$ cat config.mk
export PLATFORM = sky130hd
export DESIGN_NAME = bcd_score_counter
export DESIGN_NICKNAME = d
export VERILOG_FILES = /design/src/rtl/bcd_score_counter.sv
export SDC_FILE = /design/constraint.sdc
export NUM_CORES = 1
export LEC_CHECK = 0
export CAP_MARGIN = 20
export CORE_MARGIN = 8
export CORE_UTILIZATION = 35
export CTS_CLUSTER_DIAMETER = 120
export DETAILED_ROUTE_END_ITERATION = 6
export PLACE_DENSITY = 0.61
export SLEW_MARGIN = 40
export SYNTH_ARGS = -nofsm -noshare
export SYNTH_HDL_FRONTEND = slang
export SYNTH_SLANG_ARGS = --single-unit
$ cat constraint.sdc
create_clock -name clk -period 6.1 [get_ports clk]
set_clock_uncertainty 0.05 [all_clocks]
set_input_delay 0.61 -clock clk [delete_from_list [all_inputs] [get_ports clk]]
set_output_delay 0.61 -clock clk [all_outputs]
set_load 0.01 [all_outputs]
$ cat src/rtl/bcd_score_counter.sv
// rtl/bcd_score_counter.sv - two-digit BCD score counter with button sync and digit scan
// Optional SCORE_WRAP_EN: wrap 99<->00 instead of saturating at the limits.
module bcd_score_counter #(
  parameter logic [15:0] SCAN_DIV = 16'd50000
) (
  input  logic       clk,
  input  logic       rst_n,
  input  logic       inc_btn,
  input  logic       dec_btn,
  input  logic       clr_btn,
  output logic [3:0] bcd_tens,
  output logic [3:0] bcd_ones,
  output logic [3:0] digit_bcd,
  output logic [1:0] digit_sel,
  output logic       limit
);

  // Bit order everywhere below: {clr, dec, inc}
  logic [2:0] btn_s1, btn_s2, btn_prev, btn_pulse;
  logic       inc_ev, dec_ev, clr_ev;

  // Reset to 1 so a button held across reset release reads as already pressed
  always_ff @(posedge clk or negedge rst_n) begin
    if (!rst_n) begin
      btn_s1   <= 3'b111;
      btn_s2   <= 3'b111;
      btn_prev <= 3'b111;
    end else begin
      btn_s1   <= {clr_btn, dec_btn, inc_btn};
      btn_s2   <= btn_s1;
      btn_prev <= btn_s2;
    end
  end

  assign btn_pulse = btn_s2 & ~btn_prev;
  assign inc_ev    = btn_pulse[0];
  assign dec_ev    = btn_pulse[1];
  assign clr_ev    = btn_pulse[2];

  logic [3:0] tens_n, ones_n;
  logic       limit_n;

  always_comb begin
    tens_n  = bcd_tens;
    ones_n  = bcd_ones;
    limit_n = 1'b0;
    if (clr_ev) begin
      tens_n = 4'd0;
      ones_n = 4'd0;
    end else if (inc_ev && !dec_ev) begin
      if (bcd_tens == 4'd9 && bcd_ones == 4'd9) begin
        limit_n = 1'b1;
`ifdef SCORE_WRAP_EN
        tens_n = 4'd0;
        ones_n = 4'd0;
`else
        tens_n = 4'd9;
        ones_n = 4'd9;
`endif
      end else if (bcd_ones == 4'd9) begin
        ones_n = 4'd0;
        tens_n = bcd_tens + 4'd1;
      end else begin
        ones_n = bcd_ones + 4'd1;
      end
    end else if (dec_ev && !inc_ev) begin
      if (bcd_tens == 4'd0 && bcd_ones == 4'd0) begin
        limit_n = 1'b1;
`ifdef SCORE_WRAP_EN
        tens_n = 4'd9;
        ones_n = 4'd9;
`else
        tens_n = 4'd0;
        ones_n = 4'd0;
`endif
      end else if (bcd_ones == 4'd0) begin
        ones_n = 4'd9;
        tens_n = bcd_tens - 4'd1;
      end else begin
        ones_n = bcd_ones - 4'd1;
      end
    end
  end

  always_ff @(posedge clk or negedge rst_n) begin
    if (!rst_n) begin
      bcd_tens <= 4'd0;
      bcd_ones <= 4'd0;
      limit    <= 1'b0;
    end else begin
      bcd_tens <= tens_n;
      bcd_ones <= ones_n;
      limit    <= limit_n;
    end
  end

  logic [15:0] scan_cnt;
  logic        scan_wrap;
  logic [1:0]  sel_n;

  assign scan_wrap = (scan_cnt == SCAN_DIV - 16'd1);
  assign sel_n     = scan_wrap ? {digit_sel[0], digit_sel[1]} : digit_sel;

  // digit_bcd follows the slot selected for the coming cycle, so both change together
  always_ff @(posedge clk or negedge rst_n) begin
    if (!rst_n) begin
      scan_cnt  <= 16'd0;
      digit_sel <= 2'b01;
      digit_bcd <= 4'd0;
    end else begin
      scan_cnt  <= scan_wrap ? 16'd0 : scan_cnt + 16'd1;
      digit_sel <= sel_n;
      digit_bcd <= sel_n[0] ? bcd_ones : bcd_tens;
    end
  end

endmodule

Yosys cells after proc, flatten, opt, wreduce, memory -nomap -nowiden
Cells that the tools add are included.
Widths: inputs -> output; s select.

word-level totals
  bits in registers = 40
  output and inout bits = 15
  word-level logic and storage cells = 54

cells by class
  $add $sub $neg = 5
  equality and inequality tests = 4
  multiplexer cells = 22
  bitwise gates (word level) = 2
  reductions and logical operators = 11

operator list
  kind                   number
  $mux 4                 15
  $add 16x1->16 const B  1
  $eq 16x16->1 const B   1
  $mux 16                1
  $add 4x1->4 const B    2
  $eq 4x4->1 const B     2
  $logic_not 4->1        2
  $sub 4x1->4 const B    2
  $mux 1                 6
  $logic_and 1x1->1      4
  $ne 4x2->1 const B     1
  $reduce_bool 4->1      1
  $and 3x3->3            1
  $not 3->3              1
  $reduce_and 3->1       1
  $reduce_bool 3->1      1
  $logic_not 1->1        2

Depth between registers and ports, before layout
Gate-level depths: netlist of the first run.

  word-level depth = 7
  mapped depth = 8
  mapped depth without buffers = 7

Least setup slack after synthesis of the first run
No wires, ideal clock.

  path kind = reg-to-reg
  start point = register bcd_ones[0]
  end point = register bcd_ones[3]
  setup time = 0.125 ns
  data arrival time = 1.883 ns
  setup slack = 4.042 ns
  cell stages (with the launch flop) = 9
  cells stage by stage = dfrtp_1 > inv_1 > ha_1 > nor3b_2 > and3_1 > buf_6 > nor3_2 > a32o_1 > mux2_2

on the way
  cells in the longest elaborated chain, start to end = 6

ends and longest elaborated chain
  what                                                   line        text
  from (decl)                                            12          output logic [3:0] bcd_ones,
  from (signal assigned)                                 92          bcd_ones <= ones_n;
  $sub 4x1->4 / $logic_not 4->1 (equally long branches)  80, 67, 76
  $mux 4 / $logic_and 1x1->1 (equally long branches)     76, 67
  $mux 4                                                 67          if (bcd_tens == 4'd0 && bcd_ones == 4'd0) begin
  $mux 4                                                 66          end else if (dec_ev && !inc_ev) begin
  $mux 4 *                                               50          end else if (inc_ev && !dec_ev) begin
  $mux 4 *                                               47          if (clr_ev) begin

Mark *: on every way between the ends. The rest lies on a longest branch, timed or not. The select of a mux whose other input is x is not followed.
A chain may end at the register's enable or synchronous reset.

Final worst setup path of the first run
  start point = register bcd_ones[0]
  end point = register bcd_ones[0]

Same word-level chain as after synthesis.

==> results of run 1 <==
[flip-flops by register name (all words and copies together), names as in the netlist]
register	cells
digit_sel	2
digit_bcd	4
bcd_tens	4
btn_s1	3
btn_prev	3
bcd_ones	4
btn_s2	3
limit	1
scan_cnt	16
[cells by family (layout without fill, tap and decap cells)]
kind of cell               count (synthesis)  in the layout
adders and majority gates                  7              7
buffers and inverters                     12             33
AOI/OAI and AO/OA                         28             28
DFF                                       40             40
and+or+nand+nor                           82             82
muxes                                      8              8
xor gates and xnor gates                  14             14
[how the worst max path moves through the flow]
stage | to | start | depth (start not counted) | slack, ns
6_report | bcd_ones[0]$_DFFE_PN0P_ | bcd_ones[0]$_DFFE_PN0P_ | 7 | 3.82
5_1_grt | bcd_ones[0]$_DFFE_PN0P_ | bcd_ones[0]$_DFFE_PN0P_ | 7 | 3.57
4_1_cts | bcd_ones[0]$_DFFE_PN0P_ | bcd_ones[0]$_DFFE_PN0P_ | 7 | 3.80
3_5_place_dp | bcd_ones[0]$_DFFE_PN0P_ | bcd_ones[0]$_DFFE_PN0P_ | 7 | 3.83
3_3_place_gp | bcd_ones[0]$_DFFE_PN0P_ | bcd_ones[0]$_DFFE_PN0P_ | 7 | 3.87
2_1_floorplan | bcd_ones[3]$_DFFE_PN0P_ | bcd_ones[0]$_DFFE_PN0P_ | 8 | 4.04
[layer usage]
| metal | vias to the layer above | wire (µm) |
|---|---|---|
| met4 | 0 | 38 |
| met3 | 6 | 203 |
| met2 | 38 | 1720 |
| met1 | 690 | 1850 |
| li1 | 716 | - |
| met5 | - | 0 |
[placed cells by master, fill, tap and decap left out, types with 2 or more instances in the layout]
cell and n:
a21oi_1 5, a31oi_1 2, a32o_1 2, and3_1 6
clkbuf_1 2, clkbuf_8 5, clkdlybuf4s50_1 18, dfrtp_1 30
dfstp_2 10, ha_1 7, inv_1 6, mux2_1 3
mux2i_1 3, nand2_1 17, nand2b_1 2, nand3_1 9
nand3b_1 3, nor2_1 17, nor2b_1 3, nor3_1 7
nor3_2 2, nor4_1 5, o21ai_0 3, o21ai_1 2
o31ai_1 2, or2_1 2, or3_1 2, xnor2_1 9
xor2_1 5
[power by group through the flow]
| stage | logic [mW] | clock network [mW] | registers [mW] |
|---|---|---|---|
| finish | 0.294 | 0.168 | 0.361 |
| floorplan | 0.172 | 0 | 0.366 |
| detailed placement | 0.294 | 0 | 0.367 |
| global route | 0.326 | 0.190 | 0.370 |
| global placement | 0.296 | 0 | 0.365 |
| CTS | 0.296 | 0.176 | 0.361 |
[per-stage QoR]
step                hold slack (ns)  worst slack [ns]
finish                        0.221              3.82
detailed placement            0.297              3.83
global route                  0.270              3.57
global placement              0.296              3.87
floorplan                     0.264              4.04
CTS                           0.249              3.80
[area by class of cell]
class	count	area (µm²)	share of cell area (%)
clock buffer	7	76.3	3.27
inverter	6	22.5	0.965
tap	72	90.1	3.86
clock inverter	1	5.00	0.214
multi-input combinational	139	938	40.2
sequential	40	1010	43.4
timing repair buffer	19	188	8.04
==> impl_metrics.yaml, run 1 <==
worst_setup_path:
  r2r_slack_ns: 3.82
  cp-end-kind: "register"
  critPathSlowestCell: "dfrtp_1"
  cp_max_fo: 6
  cp_data_arrival_time_ns: 2.40
  crit_required_ns: 6.21
  cpPeakStageDelay_ns: 0.44
  r2r-start: "bcd_ones[0]$_DFFE_PN0P_"
  critPathKind: "reg2reg"
  path_buf_inv: 1
  start_kind: "register"
  path_cells: "inv_1 -> ha_1 -> nor3b_2 -> and3_1 -> nor3_2 -> a2111oi_0 -> a21oi_1"
  r2r-end: "bcd_ones[0]$_DFFE_PN0P_"
  r2r_cells: 7
  cpLargestDelayFamily: "simple AND/OR/NAND/NOR gates"
place:
  io_buffers: 19
  dpl.hpwl_um: 2740
  place_congestion: 0.869
  placed_cell_area_um2: 2250
  dp.cells: 276
grt:
  grt-ovfl-total: 0
  grt-busiest-layer: "met2"
  grt_antenna_before_repair: 0
  met3_usage_pct: 3.10
  use_met2_pct: 14.7
  grt_pass1_vias: 1431
  grt_use_total_pct: 9.71
  grt_pass1_wl_um: 6780
  use_met1_pct: 12.6
  grt_max_degree: 41
clocking:
  clock-sinks: 40
  cts_buffer_depth: 2
  cts_root_buf: "clkbuf_8"
  cts_setup_buffers: 0
  cts_tree: "yes"
  cts_buffers: 5
  cts_resized: 0
  postCtsHoldBufs: 0
  clock_latency_ns: 0.29
  cts.clk_slew.worst_paths_ns: 0.08
  h-tree-depth: 2
timing:
  min_period_over_period_pct: 37.5
  slew_viol_final: 0
  finalSetupTns_ns: 0
  tightest_slew_ns: 0.578
  final-setup-viol-count: 0
  finalHoldViolCount: 0
  rsz0062_at_grt: "no"
  fin_crit_ns: 2.28
  max_slew_margin_pct: 61.4
  fmax_ghz: 0.438
power_and_ir_drop:
  leakage_nw: 1.00
  p_sw_share_pct: 34.1
  power.total_mw: 0.822
  seq_power_share_pct: 43.9
  pwr-share-comb_pct: 35.7
  switchingPower_mw: 0.280
  irDropWorstVdd_v: 0.000152
  intPower_mw: 0.542
  power_frac_clock_pct: 20.4
  p_per_area_nw_per_um2: 352
logic_synthesis:
  synth_most_common_cell: "dfrtp_1"
  syn-num-nets: 203
  yosysTopAreaCell: "dfrtp_1"
  synth_top_area_share_pct: 37.2
  synth-xor-area-share_pct: 6.08
  synth_area_leaders: "dfrtp_1, dfstp_2, ha_1, xnor2_1, nand2_1"
  synth_compound_area_share_pct: 9.99
  yosysUniqueCellTypes: 50
  synth_edf_count: 0
  synthAdderAreaFrac_pct: 4.35
  avgSynthCellArea_um2: 10.6
  synth-simple-area-share_pct: 21.7
  async_flop_share_pct: 100
  ys_top_cells_by_count: "dfrtp_1, nand2_1, nor2_1"
  seq_area_frac_synth_pct: 50.3
  ys_seq_elements: 40
  synth_mux_area_share_pct: 4.41
  syn_area_um2: 2020
  synthFlopType: "dfrtp_1"
  synthCells: 191
  synth_top_family_by_area: "simple AND/OR/NAND/NOR gates"
  yosysWarnings: 0
finish:
  antenna_cells: 0
  instances_no_fill: 284
  nFillCells: 542
  design_area_um2: 2330
  layout.nets: 223
  area_delta_synth_final_pct: 15.8
  fin_util_pct: 42.1
  drive_gt1_share_pct: 12.3
hold_path:
  hp-class: "in2async"
floorplan:
  core_area_um2: 5540
  die_width_um: 91.9
  io-pin-count: 20
  start_util_pct: 36.4
  core.rowCount: 27
  die_area_um2: 8440
  die_h_um: 91.9
drt:
  final_antenna_net_count: 0
  vias_per_cell: 5.11
  route.detailed.drc: 0
  num_vias: 1450
  drt-initial-drc-count: 92
  wl_um: 3810
  firstDrtPassIters: 4
  wl_per_cell_um: 13.4
flow_run:
  drv_cap: 0
run_status:
  status: "completed"
No activity file was read; power rests on OpenSTA's default activity.
==> inputs of run 2 (changes only) <==
==> constraint.sdc (replaced) <==
create_clock -name clk -period 2.2 [get_ports clk]
set_clock_uncertainty 0.05 [all_clocks]
set_input_delay 0.22 -clock clk [delete_from_list [all_inputs] [get_ports clk]]
set_output_delay 0.22 -clock clk [all_outputs]
set_load 0.01 [all_outputs]
==> impl_metrics.yaml, run 2 (same netlist as run 1, synthesis figures left out) <==
finish:
  final_cell_mix: "dfrtp_1, clkdlybuf4s50_1, nand2_1, nor2_1"
  layout_commonest_cell: "dfrtp_1"
  layout.nets: 234
  largest-register: "scan_cnt"
  fin_util_pct: 43.9
  largest_reg_flops: 16
  design_area_um2: 2430
  instances_no_fill: 295
  drive_gt1_share_pct: 16.6
  antenna_cells: 0
  area_delta_synth_final_pct: 20.8
  multi_input_area_um2: 945
  seq_area_um2: 1010
  nFillCells: 546
flow_run:
  drv_cap: 0
power_and_ir_drop:
  p_per_area_nw_per_um2: 977
  power.total_mw: 2.38
  leakage_nw: 1.06
  irDropWorstVdd_v: 0.000476
worst_setup_path:
  r2r-end: "bcd_ones[0]$_DFFE_PN0P_"
  start_kind: "register"
  crit_required_ns: 2.31
  cp_max_fo: 5
  critPathKind: "reg2reg"
  cp-end-kind: "register"
  r2r-start: "bcd_ones[1]$_DFFE_PN0P_"
  cp_data_arrival_time_ns: 2.12
  r2r_cells: 7
  r2r_slack_ns: 0.18
grt:
  grt-ovfl-total: 0
  grt_antenna_before_repair: 0
  grt_pass1_vias: 1465
  grt_use_total_pct: 10.1
  grt_pass1_wl_um: 7090
  grt_max_degree: 22
hold_path:
  hold_start: "dec_btn"
  min_path_cells: 1
  worstHoldEndpoint: "btn_s1[1]$_DFF_PN1_"
  hp-class: "in2reg"
timing:
  min_period_over_period_pct: 91.6
  finalSetupTns_ns: 0
  fmax_ghz: 0.496
  max_slew_margin_pct: 71.9
  rsz0062_at_grt: "no"
  final-setup-viol-count: 0
  tightest_slew_ns: 0.411
  hold_ws_ns: 0.285
  finalHoldViolCount: 0
  fin_crit_ns: 2.02
  slew_viol_final: 0
  finalWorstSetupSlack_ns: 0.184
place:
  dpl.hpwl_um: 2990
  placed_cell_area_um2: 2320
  dp.cells: 286
  place_congestion: 0.861
  dp_slack_ns: 0.159
  io_buffers: 19
floorplan:
  core_area_um2: 5540
  core.rowCount: 27
  start_util_pct: 36.4
  die_width_um: 91.9
  die_h_um: 91.9
  die_area_um2: 8440
  io-pin-count: 20
drt:
  vias_per_cell: 4.96
  final_antenna_net_count: 0
  firstDrtPassIters: 4
  wl_per_cell_um: 13.5
  route.detailed.drc: 0
  wl_um: 3990
  num_vias: 1464
  drt-initial-drc-count: 57
clocking:
  cts_setup_buffers: 0
  cts.clk_slew.worst_paths_ns: 0.07
  h-tree-depth: 2
  cts_buffer_depth: 2
  cts_root_buf: "clkbuf_8"
  cts_buffers: 5
  clock-sinks: 40
  clock_latency_ns: 0.29
  cts_tree: "yes"
run_status:
  status: "completed"
==> run 2: power by group <==
part | leakage [nW] | internal [mW] | switching, mW
Combinational | 0.527 | 0.478 | 0.410
Sequential | 0.491 | 0.851 | 0.141
Clock | 0.0445 | 0.255 | 0.244
Total | 1.06 | 1.58 | 0.794
==> run 2: timing repair <==
action	4_1_cts	5_1_grt
resized for setup	0	1
hold buffers	1	0
hold endpoints to repair	10	0
setup endpoints to repair	0	1
==> run 2: layer usage <==
layer	GRT usage [%]	vias to the layer above	share of wire, %
met5	0	-	0
met3	3.34	4	4.5
met2	16.2	18	49
li1	-	734	-
met1	12.9	708	46
met4	2.55	0	0.43
==> run 2: critical path, stage by stage (launching register included) <==
cell       delay, ns
dfrtp_1         0.42
inv_1           0.13
ha_1            0.18
nor3b_4         0.27
and3_1          0.23
nor3_2          0.06
a2111oi_0       0.46
a21oi_1         0.07
==> run 2: worst max-delay path by stage <==
| stage | depth (start not counted) | slack (ns) | to | start |
|---|---|---|---|---|
| 2_1_floorplan | 8 | 0.14 | bcd_ones[3]$_DFFE_PN0P_ | bcd_ones[0]$_DFFE_PN0P_ |
| 3_3_place_gp | 7 | 0.22 | bcd_ones[0]$_DFFE_PN0P_ | bcd_ones[1]$_DFFE_PN0P_ |
| 3_5_place_dp | 7 | 0.16 | bcd_ones[0]$_DFFE_PN0P_ | bcd_ones[1]$_DFFE_PN0P_ |
| 4_1_cts | 7 | 0.14 | bcd_ones[0]$_DFFE_PN0P_ | bcd_ones[1]$_DFFE_PN0P_ |
| 5_1_grt | 7 | 0.03 | bcd_ones[0]$_DFFE_PN0P_ | bcd_ones[1]$_DFFE_PN0P_ |
| 6_report | 7 | 0.18 | bcd_ones[0]$_DFFE_PN0P_ | bcd_ones[1]$_DFFE_PN0P_ |
==> run 2: cell type report <==
type / instances / area share, %
sequential: 40 / 41.6
multi-input combinational: 139 / 38.8
timing repair buffer: 30 / 11.1
tap: 72 / 3.70
clock buffer: 7 / 3.55
inverter: 6 / 0.925
clock inverter: 1 / 0.308
